<file path="config.mk">
export PLATFORM = sky130hd
export DESIGN_NAME = lsu_dm_bridge
export DESIGN_NICKNAME = d
export VERILOG_FILES = /design/src/rtl/lsu_pkg.sv /design/src/rtl/lsu_lane_align.sv /design/src/rtl/lsu_dm_bridge.sv
export SDC_FILE = /design/constraint.sdc
export NUM_CORES = 1
export LEC_CHECK = 0
export CORE_MARGIN = 2
export CORE_UTILIZATION = 38
export CTS_CLUSTER_DIAMETER = 120
export DETAILED_ROUTE_END_ITERATION = 8
export GPL_TIMING_DRIVEN = 0
export PLACE_DENSITY = 0.79
export RECOVER_POWER = 25
export SETUP_SLACK_MARGIN = 0.4
export SYNTH_ARGS = -nofsm -noshare
export SYNTH_HDL_FRONTEND = slang
export SYNTH_SLANG_ARGS = --single-unit
</file>
<file path="constraint.sdc">
create_clock -name clk -period 3.1 [get_ports clk]
set_input_delay 0.93 -clock clk [delete_from_list [all_inputs] [get_ports clk]]
set_output_delay 0.93 -clock clk [all_outputs]
set_load 0.005 [all_outputs]
</file>
<file path="src/rtl/lsu_pkg.sv">
// lsu_pkg: shared types and constants for the data-memory bridge.
//   lsu_state_e   - bridge FSM states
//   DM_*          - DMCtrl size/sign codes (same encoding as load/store funct3)
//   BE_W          - byte-enable width of the word bus
//   dm_ctrl_legal - 1 when a DMCtrl code names a real access size
package lsu_pkg;

  typedef enum logic [1:0] {
    IDLE   = 2'd0,
    REQ    = 2'd1,
    WAIT_R = 2'd2,
    DONE   = 2'd3
  } lsu_state_e;

  localparam logic [2:0] DM_B  = 3'b000;
  localparam logic [2:0] DM_H  = 3'b001;
  localparam logic [2:0] DM_W  = 3'b010;
  localparam logic [2:0] DM_BU = 3'b100;
  localparam logic [2:0] DM_HU = 3'b101;

  localparam int BE_W = 4;

  function automatic logic dm_ctrl_legal(input logic [2:0] ctrl);
    return (ctrl == DM_B) || (ctrl == DM_H) || (ctrl == DM_W) ||
           (ctrl == DM_BU) || (ctrl == DM_HU);
  endfunction

endpackage

</file>
<file path="src/rtl/lsu_lane_align.sv">
// lsu_lane_align: purely combinational byte-lane steering.
//   dm_ctrl_i     - DMCtrl size/sign code
//   addr_lo_i     - Address[1:0]
//   store_data_i  - raw store data (rs2)
//   load_word_i   - raw bus read word
//   store_wdata_o - lane-replicated store data
//   store_be_o    - byte enables for the store
//   load_data_o   - shifted and sign/zero-extended load data
// Misaligned halfword/word addresses are folded: halfword uses Address[1]
// only, word always uses lane 0.
module lsu_lane_align
  import lsu_pkg::*;
(
  input  logic [2:0]      dm_ctrl_i,
  input  logic [1:0]      addr_lo_i,
  input  logic [31:0]     store_data_i,
  input  logic [31:0]     load_word_i,
  output logic [31:0]     store_wdata_o,
  output logic [BE_W-1:0] store_be_o,
  output logic [31:0]     load_data_o
);

  logic [1:0]  lane;
  logic [31:0] shifted;

  always_comb begin
    store_wdata_o = store_data_i;
    store_be_o    = '1;
    lane          = 2'd0;
    case (dm_ctrl_i)
      DM_B, DM_BU: begin
        store_wdata_o = {4{store_data_i[7:0]}};
        store_be_o    = BE_W'(1) << addr_lo_i;
        lane          = addr_lo_i;
      end
      DM_H, DM_HU: begin
        store_wdata_o = {2{store_data_i[15:0]}};
        store_be_o    = addr_lo_i[1] ? 4'b1100 : 4'b0011;
        lane          = {addr_lo_i[1], 1'b0};
      end
      default: ;
    endcase

    shifted = load_word_i >> {lane, 3'b000};

    case (dm_ctrl_i)
      DM_B:    load_data_o = {{24{shifted[7]}}, shifted[7:0]};
      DM_BU:   load_data_o = {24'd0, shifted[7:0]};
      DM_H:    load_data_o = {{16{shifted[15]}}, shifted[15:0]};
      DM_HU:   load_data_o = {16'd0, shifted[15:0]};
      default: load_data_o = shifted;
    endcase
  end

endmodule

</file>
<file path="src/rtl/lsu_dm_bridge.sv">
// lsu_dm_bridge: turns the core's single-cycle data-memory interface into
// accesses on a word-wide valid/grant bus, stalling the core meanwhile.
//   clk, rst_n           - clock, asynchronous active-low reset
//   mem_op/DMWr/DMCtrl   - access request, direction, size/sign code
//   Address/DataWr       - byte address and store data from the core
//   DataRd               - formatted load data, valid in DONE
//   stall                - freeze PC/register file
//   bus_err              - one-cycle pulse on timeout (or misalign trap)
//   mem_req/we/addr/wdata/be, mem_gnt/rvalid/rdata - memory bus
// Optional feature: define LSU_MISALIGN_TRAP_EN to trap misaligned halfword
// and word accesses instead of folding them onto aligned lanes.
module lsu_dm_bridge
  import lsu_pkg::*;
#(
  parameter int TIMEOUT_CYCLES = 255,
  parameter int ADDR_W         = 32
) (
  input  logic              clk,
  input  logic              rst_n,
  input  logic              mem_op,
  input  logic              DMWr,
  input  logic [2:0]        DMCtrl,
  input  logic [ADDR_W-1:0] Address,
  input  logic [31:0]       DataWr,
  output logic [31:0]       DataRd,
  output logic              stall,
  output logic              bus_err,
  output logic              mem_req,
  output logic              mem_we,
  output logic [ADDR_W-1:0] mem_addr,
  output logic [31:0]       mem_wdata,
  output logic [BE_W-1:0]   mem_be,
  input  logic              mem_gnt,
  input  logic              mem_rvalid,
  input  logic [31:0]       mem_rdata
);

  localparam int CNT_W = $clog2(TIMEOUT_CYCLES + 1);
  // The timeout fires in the WAIT_R cycle whose count is LAST, giving
  // exactly TIMEOUT_CYCLES cycles in WAIT_R.
  localparam logic [CNT_W-1:0] CNT_LAST = CNT_W'(TIMEOUT_CYCLES - 1);
  localparam logic [CNT_W-1:0] CNT_MAX  = CNT_W'(TIMEOUT_CYCLES);

  lsu_state_e        state_q, state_d;
  logic [CNT_W-1:0]  cnt_q, cnt_d;
  logic [31:0]       rdata_q, rdata_d;
  logic              err_q, err_d;

  logic [31:0]       st_wdata;
  logic [BE_W-1:0]   st_be;
  logic [31:0]       ld_data;
  logic              misalign;

  lsu_lane_align u_align (
    .dm_ctrl_i    (DMCtrl),
    .addr_lo_i    (Address[1:0]),
    .store_data_i (DataWr),
    .load_word_i  (mem_rdata),
    .store_wdata_o(st_wdata),
    .store_be_o   (st_be),
    .load_data_o  (ld_data)
  );

`ifdef LSU_MISALIGN_TRAP_EN
  assign misalign = ((DMCtrl[1:0] == 2'b01) && Address[0]) ||
                    ((DMCtrl == DM_W) && (Address[1:0] != 2'b00));
`else
  assign misalign = 1'b0;
`endif

  always_comb begin
    state_d   = state_q;
    cnt_d     = cnt_q;
    rdata_d   = rdata_q;
    err_d     = 1'b0;
    mem_req   = 1'b0;
    mem_we    = 1'b0;
    mem_addr  = '0;
    mem_wdata = '0;
    mem_be    = '0;
    case (state_q)
      IDLE: begin
        if (mem_op) begin
          if (!dm_ctrl_legal(DMCtrl) || misalign) begin
            // No bus access: finish at once with zeroed load data.
            state_d = DONE;
            rdata_d = '0;
            err_d   = misalign;
          end else begin
            state_d = REQ;
          end
        end
      end
      REQ: begin
        mem_req   = 1'b1;
        mem_we    = DMWr;
        mem_addr  = {Address[ADDR_W-1:2], 2'b00};
        mem_wdata = st_wdata;
        mem_be    = st_be;
        if (mem_gnt) begin
          if (DMWr) begin
            state_d = DONE;
          end else if (mem_rvalid) begin
            rdata_d = ld_data;
            state_d = DONE;
          end else begin
            cnt_d   = '0;
            state_d = WAIT_R;
          end
        end
      end
      WAIT_R: begin
        if (cnt_q != CNT_MAX) cnt_d = cnt_q + 1'b1;
        // Data arriving in the last allowed cycle still wins over timeout.
        if (mem_rvalid) begin
          rdata_d = ld_data;
          state_d = DONE;
        end else if (cnt_q >= CNT_LAST) begin
          rdata_d = '0;
          err_d   = 1'b1;
          state_d = DONE;
        end
      end
      DONE:    state_d = IDLE;
      default: state_d = IDLE;
    endcase
  end

  always_ff @(posedge clk or negedge rst_n) begin
    if (!rst_n) begin
      state_q <= IDLE;
      cnt_q   <= '0;
      rdata_q <= '0;
      err_q   <= 1'b0;
    end else begin
      state_q <= state_d;
      cnt_q   <= cnt_d;
      rdata_q <= rdata_d;
      err_q   <= err_d;
    end
  end

  assign DataRd  = rdata_q;
  assign bus_err = err_q;
  // The core advances on the edge that ends the DONE cycle.
  assign stall   = mem_op & (state_q != DONE);

endmodule

</file>
# Yosys cells after proc, flatten, opt, wreduce, memory -nomap -nowiden
# Index checks and enable logic that the tools add are counted.
[op_classes]
eq_ne = 17
n_shift = 2
bitwise = 1
n_reduce_logical = 13
n_addsub = 1
n_lt_le_gt_ge = 1
n_mux = 34
[ops]
columns = ["op", "count"]
rows = [
  ["32-bit 2-to-1 mux", 9],
  ["32-bit one-hot mux with 4 select lines", 1],
  ["32-bit one-hot mux with 3 select lines", 1],
  ["32-bit one-hot mux with 2 select lines", 1],
  ["8-bit 2-to-1 mux", 4],
  ["32-bit by 5-bit right shift with 32-bit output", 1],
  ["2-bit != test, second input constant", 8],
  ["8-bit one-hot mux with 2 select lines", 1],
  ["2-bit 2-to-1 mux", 5],
  ["8-bit by 1-bit adder with 8-bit output, second input constant", 1],
  ["8-bit greater-or-equal comparator, second input constant", 1],
  ["4-bit 2-to-1 mux", 2],
  ["8-bit != test, second input constant", 1],
  ["2-bit one-hot mux with 4 select lines", 1],
  ["4-bit one-hot mux with 2 select lines", 1],
  ["1-bit 2-to-1 mux", 7],
  ["7-bit AND reduction", 1],
  ["3-bit == test, second input constant", 2],
  ["5-bit AND reduction", 1],
  ["2-bit == test, second input constant", 2],
  ["1-bit logical OR", 4],
  ["2-bit one-hot mux with 2 select lines", 1],
  ["2-bit OR reduction", 2],
  ["1-bit by 2-bit left shift with 4-bit output, first input constant", 1],
  ["10 further kinds", 10],
]
[word_totals]
wordCells = 73
ff_bits = 43
in_bits = 105

# Longest topological paths before layout
# Gate-level depths: netlist of the first run.
[logic_depth]
word_depth = 9
ltp_mapped = 9
depth_no_buf = 7

# By module
# A second synthesis of the first run with hierarchy kept.
[unflattened]
hier_cells = 445
area_unflattened_um2 = 3902.5
[modules_own_cells]
columns = ["mod", "cells_each", "area_per_inst_um2", "seq_area_each_um2", "instances"]
rows = [
  ["lsu_dm_bridge", 301, 2670.1, 1076.0, 1],
  ["lsu_lane_align", 144, 1232.4, 0.0, 1],
]

# Worst setup path after synthesis of the first run
# OpenSTA, ideal clock, no wires.
[synth_path]
path_kind = "input to output"
start = "in DMCtrl[0]"
end = "out mem_wdata[24]"
setup_slack_ns = 0.310
arrival_ns = 1.860
required_ns = 2.170
path_stages = 5
cell_sequence = "clkbuf_1 > buf_2 > mux2i_1 > nand2_1 > o211a_1"
[synth_via]
elab_chain_cells = 4
word_cells_on_any_way = 8
cone_classes = "eq/ne (3); mux (2); reduce/logical (3)"
[synth_rtl]
columns = ["item", "line_no", "source"]
rows = [
  ["start, declared", "lsu_dm_bridge.sv:22", "input logic [2:0] DMCtrl,"],
  ["3-bit by 1-bit == test with 1-bit output, or another cell as far along", "lsu_lane_align.sv:30", "case (dm_ctrl_i)"],
  ["2-bit OR reduction", "lsu_lane_align.sv:30", ""],
  ["32-bit one-hot mux with 2 select lines *", "lsu_lane_align.sv:30", ""],
  ["32-bit 2-to-1 mux *", "lsu_dm_bridge.sv:81", "case (state_q)"],
  ["end, declared", "lsu_dm_bridge.sv:31", "output logic [31:0] mem_wdata,"],
]
# Mark *: on every way between the ends. The rest lies on a longest branch, timed or not.

# Final worst setup path of the first run
[layout_path]
start = "in DMCtrl[0]"
end = "out mem_wdata[9]"
# The elaborated chain is that of the path after synthesis.

==> results of run 1 <==
==> final timing paths <==
check | from | to | slack, ns
hold reg to reg | DataRd[9] | DataRd[9] | 0.49
setup / recovery | DMCtrl[0] | mem_wdata[9] | 0.20
min in group asynchronous | rst_n | cnt_q[5] | 0.50
hold / removal | DataRd[9] | DataRd[9] | 0.49
max in group asynchronous | rst_n | DataRd[18] | 0.60
setup reg to reg | state_q[0] | DataRd[20] | 0.57
==> flip-flops by register name, indices dropped and copies added (netlist names) <==
register / count
DataRd: 32
bus_err: 1
cnt_q: 8
state_q: 2
==> layout make-up <==
| class | count | share of cell area (%) |
|---|---|---|
| inverter | 25 | 1.59 |
| buffer | 32 | 5.71 |
| tap | 108 | 2.20 |
| clock inverter | 2 | 0.976 |
| multi-input combinational | 310 | 35.6 |
| antenna | 1 | 0.0407 |
| clock buffer | 6 | 1.18 |
| timing repair buffer | 242 | 35.2 |
| sequential | 43 | 17.5 |
==> cells in the mapped netlist (3+ instances only) <==
cell type  count
and2_1        40
nand2_1       64
mux2i_1       19
ha_1           7
a2bb2oi_1      3
nand2b_1       5
buf_1          3
nor2b_1       11
a21oi_1       27
clkbuf_1      18
buf_2          8
o21ai_0       10
o31ai_1        4
nand3_1        3
a21boi_1       9
a22oi_1        4
a22o_1        20
mux4_2         7
o211ai_1       3
inv_1         25
dfrtp_1       43
o21ai_1       19
o211a_1        9
nor2_1        13
==> cells by family (layout without fill, tap and decap cells) <==
kind of cell	Yosys count	in the layout	synth area share (%)
and+or+nand+nor	150	150	22.3
AOI/OAI and AO/OA	122	122	25.5
buffers and inverters	57	307	6.99
DFF	43	43	31.5
muxes	28	28	10.8
adders and majority gates	7	7	2.56
other	1	3	0.110
xor gates and xnor gates	1	1	0.256
==> worst max-delay path, delay by kind of cell <==
family | cells | cell delay [ns]
buffers and inverters | 6 | 0.71
AND/OR/NAND/NOR | 2 | 0.20
AO/OA/AOI/OAI | 1 | 0.13
==> routing by layer <==
metal | vias up | part of all wire (%)
li1 | 1936 | -
met1 | 1910 | 34
met2 | 259 | 53
met3 | 51 | 9.4
met4 | 0 | 3.2
met5 | - | 0
==> timing repair <==
item | 4_1_cts | 5_1_grt
pin swaps | 20 | 9
endpoints found under the hold margin | 0 | 0
resized for setup | 258 | 79
setup endpoints to repair | 84 | 77
gates cloned | 0 | 0
buffers inserted | 25 | 11
==> metrics by stage <==
step | TNS (ns) | setup WS [ns] | total power, mW
floorplan | 0 | 0.415 | 2.02
global placement | -25.40 | -0.931 | 3.22
detailed placement | -26.40 | -0.951 | 3.28
CTS | 0 | 0.178 | 3.86
global route | 0 | 0.0867 | 4.18
finish | 0 | 0.195 | 3.92
==> where the power goes <==
group          internal [mW]  total [mW]  switching, mW
clock                  0.322       0.527          0.205
combinational           1.30        2.52           1.22
sequential             0.751       0.874          0.123
total                   2.37        3.92           1.55
==> metrics, run 1 <==
outcome=finished, violations left; failing checks=capacitance limit, slew limit; Sink Count=43; multi-input logic area=2190 um^2; nets=771; row cnt=34; Placer Congestion=0.874; Top FF cell, synth=dfrtp_1; post-synth cell types=54; type of the worst setup path=primary input to primary output; Yosys top cell by area=dfrtp_1; Max transition margin=-11.9%; core area=8720 um^2; Area Growth Syn to Fin=79.8%; post-synthesis cell count=409; routing usage on met3=5.67%; die extent in y=98.9 um; CTS H-Tree Depth=2; Critical Path, Cell by Cell=buf_12 > buf_8 > buf_12 > nor2_4 > buf_6 > buf_6 > nand2_2 > a21boi_1 > buf_2; Slew Viols, Final=38; die footprint=9780 um^2; Mapped Area=3420 um^2; area share of the largest cell type after synthesis=31.5%; Synthesis Warnings=0; IO Port Bufs=205; post-synthesis sequential area ratio=31.5%; Final Cycle Share=93.7%; f_max=344 MHz; CP Max Fanout=6; drt pass-1 iters=5; Crit. End Element=primary output; P_leak=2.98 nW; VDD IR-drop max=0.000290 V; layout cells sized above 1=23.8%; Max Buffers Root-to-Sink=2; placed cell count=724; Slowest-stage cell, CP=nor2_4; post-DP HPWL=10.5 mm; Register-to-Register Path Depth=9; CTS Hold Bufs=0; most frequent cells in the layout=118 x clkdlybuf4s50_1, 62 x nand2_1, 43 x dfrtp_1; first-pass GRT wire length=21.3 mm; Via density=5.40; Period minus WS final=2.90 ns; largest net degree at the start of global routing=38; IO Count=209; 1st-iter DRT viols=364; synth top area cells=dfrtp_1 31%, and2_1 7.3%, nand2_1 7.0%; leading cell type in the layout, fill and taps excluded=clkdlybuf4s50_1; critical path startpoint category=primary input; GRT Resource Usage Total=27.2%; drc violations=0; routed length per instance=18.4 um; max cap viols=1; critical path required time=2.17 ns; Hold WS=0.495 ns; Clk pin slew, worst setup/hold paths=0.09 ns; Die Wd=98.9 um; Initial Util=39.2%; gr ovfl total=0; Post-synth EDFFs=0; Util after Layout=70.5%; worst hold path type=flip-flop to flip-flop; initial antenna violation count=1; Crit path largest cell delay=0.16 ns; met2 Usage GRT=52.4%; #FFs+latches synth=43; cell area after layout=6150 um^2; Post-DRT Antenna Nets=0; vias in the first global route=4224; skew final=0.00344 ns; vias post-DR=4156; Worst Max-Slew Pin Slew=1.68 ns; final non-filler cell total=769; root buf cell=clkbuf_8; cts bufs inserted=5; gr busiest metal=met2; final wirelength=14.1 mm; cell depth of the worst hold path=2; RSZ-0062 raised after global routing=true; Fin. Hold Viols=0; placed inst area=5630 um^2; Register Area=1080 um^2; syn_area_per_cell=8.36 um^2; GR met1 Demand/Resource=29.6%; crit path DAT=1.97 ns; pwr dens=637 nW/um^2; fraction of registers with async set/reset=100%; filler instances=662; Final setup viols=0; CTS tree=yes; Clock Latency Late Sink=0.30 ns
No activity file was read; power rests on OpenSTA's default activity.
==> inputs of run 2 (changes only) <==
RECOVER_POWER = 100   (was 25)
==> run 2 against run 1 <==
The run still ends with capacitance limit, slew limit left. Clock skew up 0.0014 ns. Hold slack worse by 0.0070 ns. Critical endpoint is now mem_wdata[14]. Sequential share of layout area up 0.35 points. Count of clock-buffer cells in the layout unchanged. Non-clock buffer count unchanged. Combinational power down 7%.
==> metrics, run 2 (synthesis results as in run 1) <==
nets=771 (unchanged); die extent in y=98.9 um (unchanged); CP Max Fanout=9 (+3); Max Buffers Root-to-Sink=2 (unchanged); VDD IR-drop max=0.000285 V (-1.6%); Worst path depth=7 (-2); max FFs per register=32 (unchanged); vias post-DR=4184 (+0.67%); post-DP HPWL=10.5 mm (unchanged); cell depth of the worst hold path=2 (unchanged); leading cell type in the layout, fill and taps excluded=clkdlybuf4s50_1; die footprint=9780 um^2 (unchanged); most frequent cells in the layout=83 x clkdlybuf4s50_1, 62 x nand2_1, 43 x dfrtp_1; Post-DRT Antenna Nets=0 (unchanged); NetSw=1.52 mW (-2.0%); WP buf/inv=4 (-2); Placer Congestion=0.874 (unchanged); failing checks=capacitance limit, slew limit; Hold WS=0.488 ns (-0.00703 ns); largest net degree at the start of global routing=38 (unchanged); Crit path largest cell delay=0.28 ns (+0.12 ns); CTS H-Tree Depth=2 (unchanged); Initial Util=39.2% (unchanged); max cap viols=1 (unchanged); critical path startpoint category=primary input; Final Cycle Share=94.8% (+1.1 points); Worst Max-Slew Pin Slew=1.68 ns (-0.00339 ns); Sink Count=43 (unchanged); cell area after layout=6030 um^2 (-2.0%); Via density=5.44 (+0.67%); Reg power frac=23.2% (+0.9 points); outcome=finished, violations left; type of the worst setup path=primary input to primary output; IO Count=209 (unchanged); drc violations=0 (unchanged); Period minus WS final=2.94 ns (+0.0352 ns); total power=3.72 mW (-4.9%); gr ovfl total=0 (unchanged); RSZ-0062 raised after global routing=true; IO Port Bufs=205 (unchanged); Clock Latency Late Sink=0.30 ns (about the same); min-delay src=DataRd[9]; reg2reg end=DataRd[15]; Comb pwr share=62.7% (-1.5 points); flop2flop setup slack=0.61 ns (+0.04 ns); Crit. End Element=primary output; root buf cell=clkbuf_8; row cnt=34 (unchanged); Register-to-Register Path Depth=10 (+1); placed inst area=5630 um^2 (unchanged); skew final=0.00482 ns (+0.00138 ns); Max transition margin=-11.7% (+0.23 points); RR Startpoint=state_q[0]; P_leak=2.94 nW (-1.5%); cts bufs inserted=5 (unchanged); drt pass-1 iters=6 (+1); placed cell count=724 (unchanged); Clk pin slew, worst setup/hold paths=0.09 ns (about the same); Slew Viols, Final=38 (unchanged); vias in the first global route=4224 (unchanged); DR top layer=met4; layout cells sized above 1=16.8% (-7.0 points); crit path DAT=2.01 ns (+0.04 ns); GRT Resource Usage Total=27.2% (unchanged); switch share=40.7% (+1.2 points); Setup TNS=0 ns (unchanged); Detail Route met2 WL=7.51 mm (+0.37%); Util after Layout=69.2% (-1.4 points); CTS tree=yes; final wirelength=14.2 mm (+0.29%); initial antenna violation count=1 (unchanged); core area=8720 um^2 (unchanged); Final setup viols=0 (unchanged); Met3 Routed Length=1.30 mm (-2.0%); 1st-iter DRT viols=319 (-12%); Clock power frac=14.1% (+0.7 points); Die Wd=98.9 um (unchanged); wire length on met1=4.86 mm (about the same); f_max=340 MHz (-1.2%); final non-filler cell total=769 (unchanged); first-pass GRT wire length=21.3 mm (unchanged); Area Growth Syn to Fin=76.3%; routed length per instance=18.4 um (+0.29%); crit-path leading delay family=buffers and inverters; pwr dens=618 nW/um^2 (-3.0%); Critical Path, Cell by Cell=buf_12 > or2_0 > buf_8 > buf_6 > nand2_1 > a21boi_0 > buf_2; Int Power=2.21 mW (-6.8%); Place WS=-0.951 ns (unchanged); Fin. Hold Viols=0 (unchanged); Final WS setup=0.160 ns (-0.0352 ns); Worst Hold End=DataRd[9]; Slowest-stage cell, CP=or2_0; critical path required time=2.17 ns (about the same); worst hold path type=flip-flop to flip-flop
[run 2: cell count changes in the layout (fill, tap and decap cells not counted), moves of 3 or more]
| cell | delta |
|---|---|
| clkdlybuf4s25_1 | +3 |
| and2_1 | -5 |
| o21ai_0 | +14 |
| clkbuf_2 | -16 |
| clkdlybuf4s15_2 | -3 |
| clkbuf_1 | +36 |
| buf_2 | -16 |
| and2_0 | +6 |
| o21ai_1 | -13 |
| dlygate4sd3_1 | +35 |
| clkdlybuf4s50_1 | -35 |
[run 2: worst max-delay path by stage]
stage | from | end | slack (ns)
6_report | DMCtrl[1] | mem_wdata[14] | 0.16
5_1_grt | state_q[1] | mem_be[2] | 0.08
4_1_cts | DMCtrl[0] | mem_wdata[12] | 0.18
3_5_place_dp | DMCtrl[1] | mem_wdata[16] | -0.95
3_3_place_gp | DMCtrl[1] | mem_be[2] | -0.93
2_1_floorplan | DMCtrl[1] | mem_wdata[24] | 0.41
[run 2: final cells by class]
class                   instances  area, um^2
clock buffers                   6        72.6
diodes                          1        2.50
fillers                       695        2690
well taps                     108         135
multi-input cells             310        2150
repair buffers                242        2130
flip-flops and latches         43        1080
plain buffers                  32         308
inverters                      25        97.6
clock inverters                 2        60.1
[run 2: worst reg2reg max path, stage by stage, from the launching register on]
cell	delay [ns]
dfrtp_1	0.39
buf_4	0.15
inv_1	0.11
ha_1	0.19
buf_2	0.22
nand2b_1	0.12
o211ai_1	0.36
buf_2	0.28
clkbuf_1	0.39
nand2_1	0.11
o21ai_0	0.10
[run 2: layer usage]
layer | vias up | GRT usage (%)
met5 | - | 0
met4 | 0 | 7.90
met3 | 59 | 5.67
met2 | 281 | 52.4
met1 | 1912 | 29.6
li1 | 1932 | -
[run 2: power by group through the flow]
| stage | Combinational, mW | Clock, mW | Sequential [mW] |
|---|---|---|---|
| final | 2.34 | 0.525 | 0.863 |
| after global routing | 2.55 | 0.549 | 0.882 |
| after CTS | 2.46 | 0.528 | 0.870 |
| after detailed placement | 2.40 | 0 | 0.887 |
| after global placement | 2.34 | 0 | 0.880 |
| after floorplan | 1.15 | 0 | 0.874 |
[run 2: timing repair]
action                     in CTS  in global routing
buffers inserted               25                 11
pin swaps                      20                  9
setup endpoints to repair      84                 77
gates resized for setup       258                 79
hold buffers                    0                  0
cloned                          0                  0
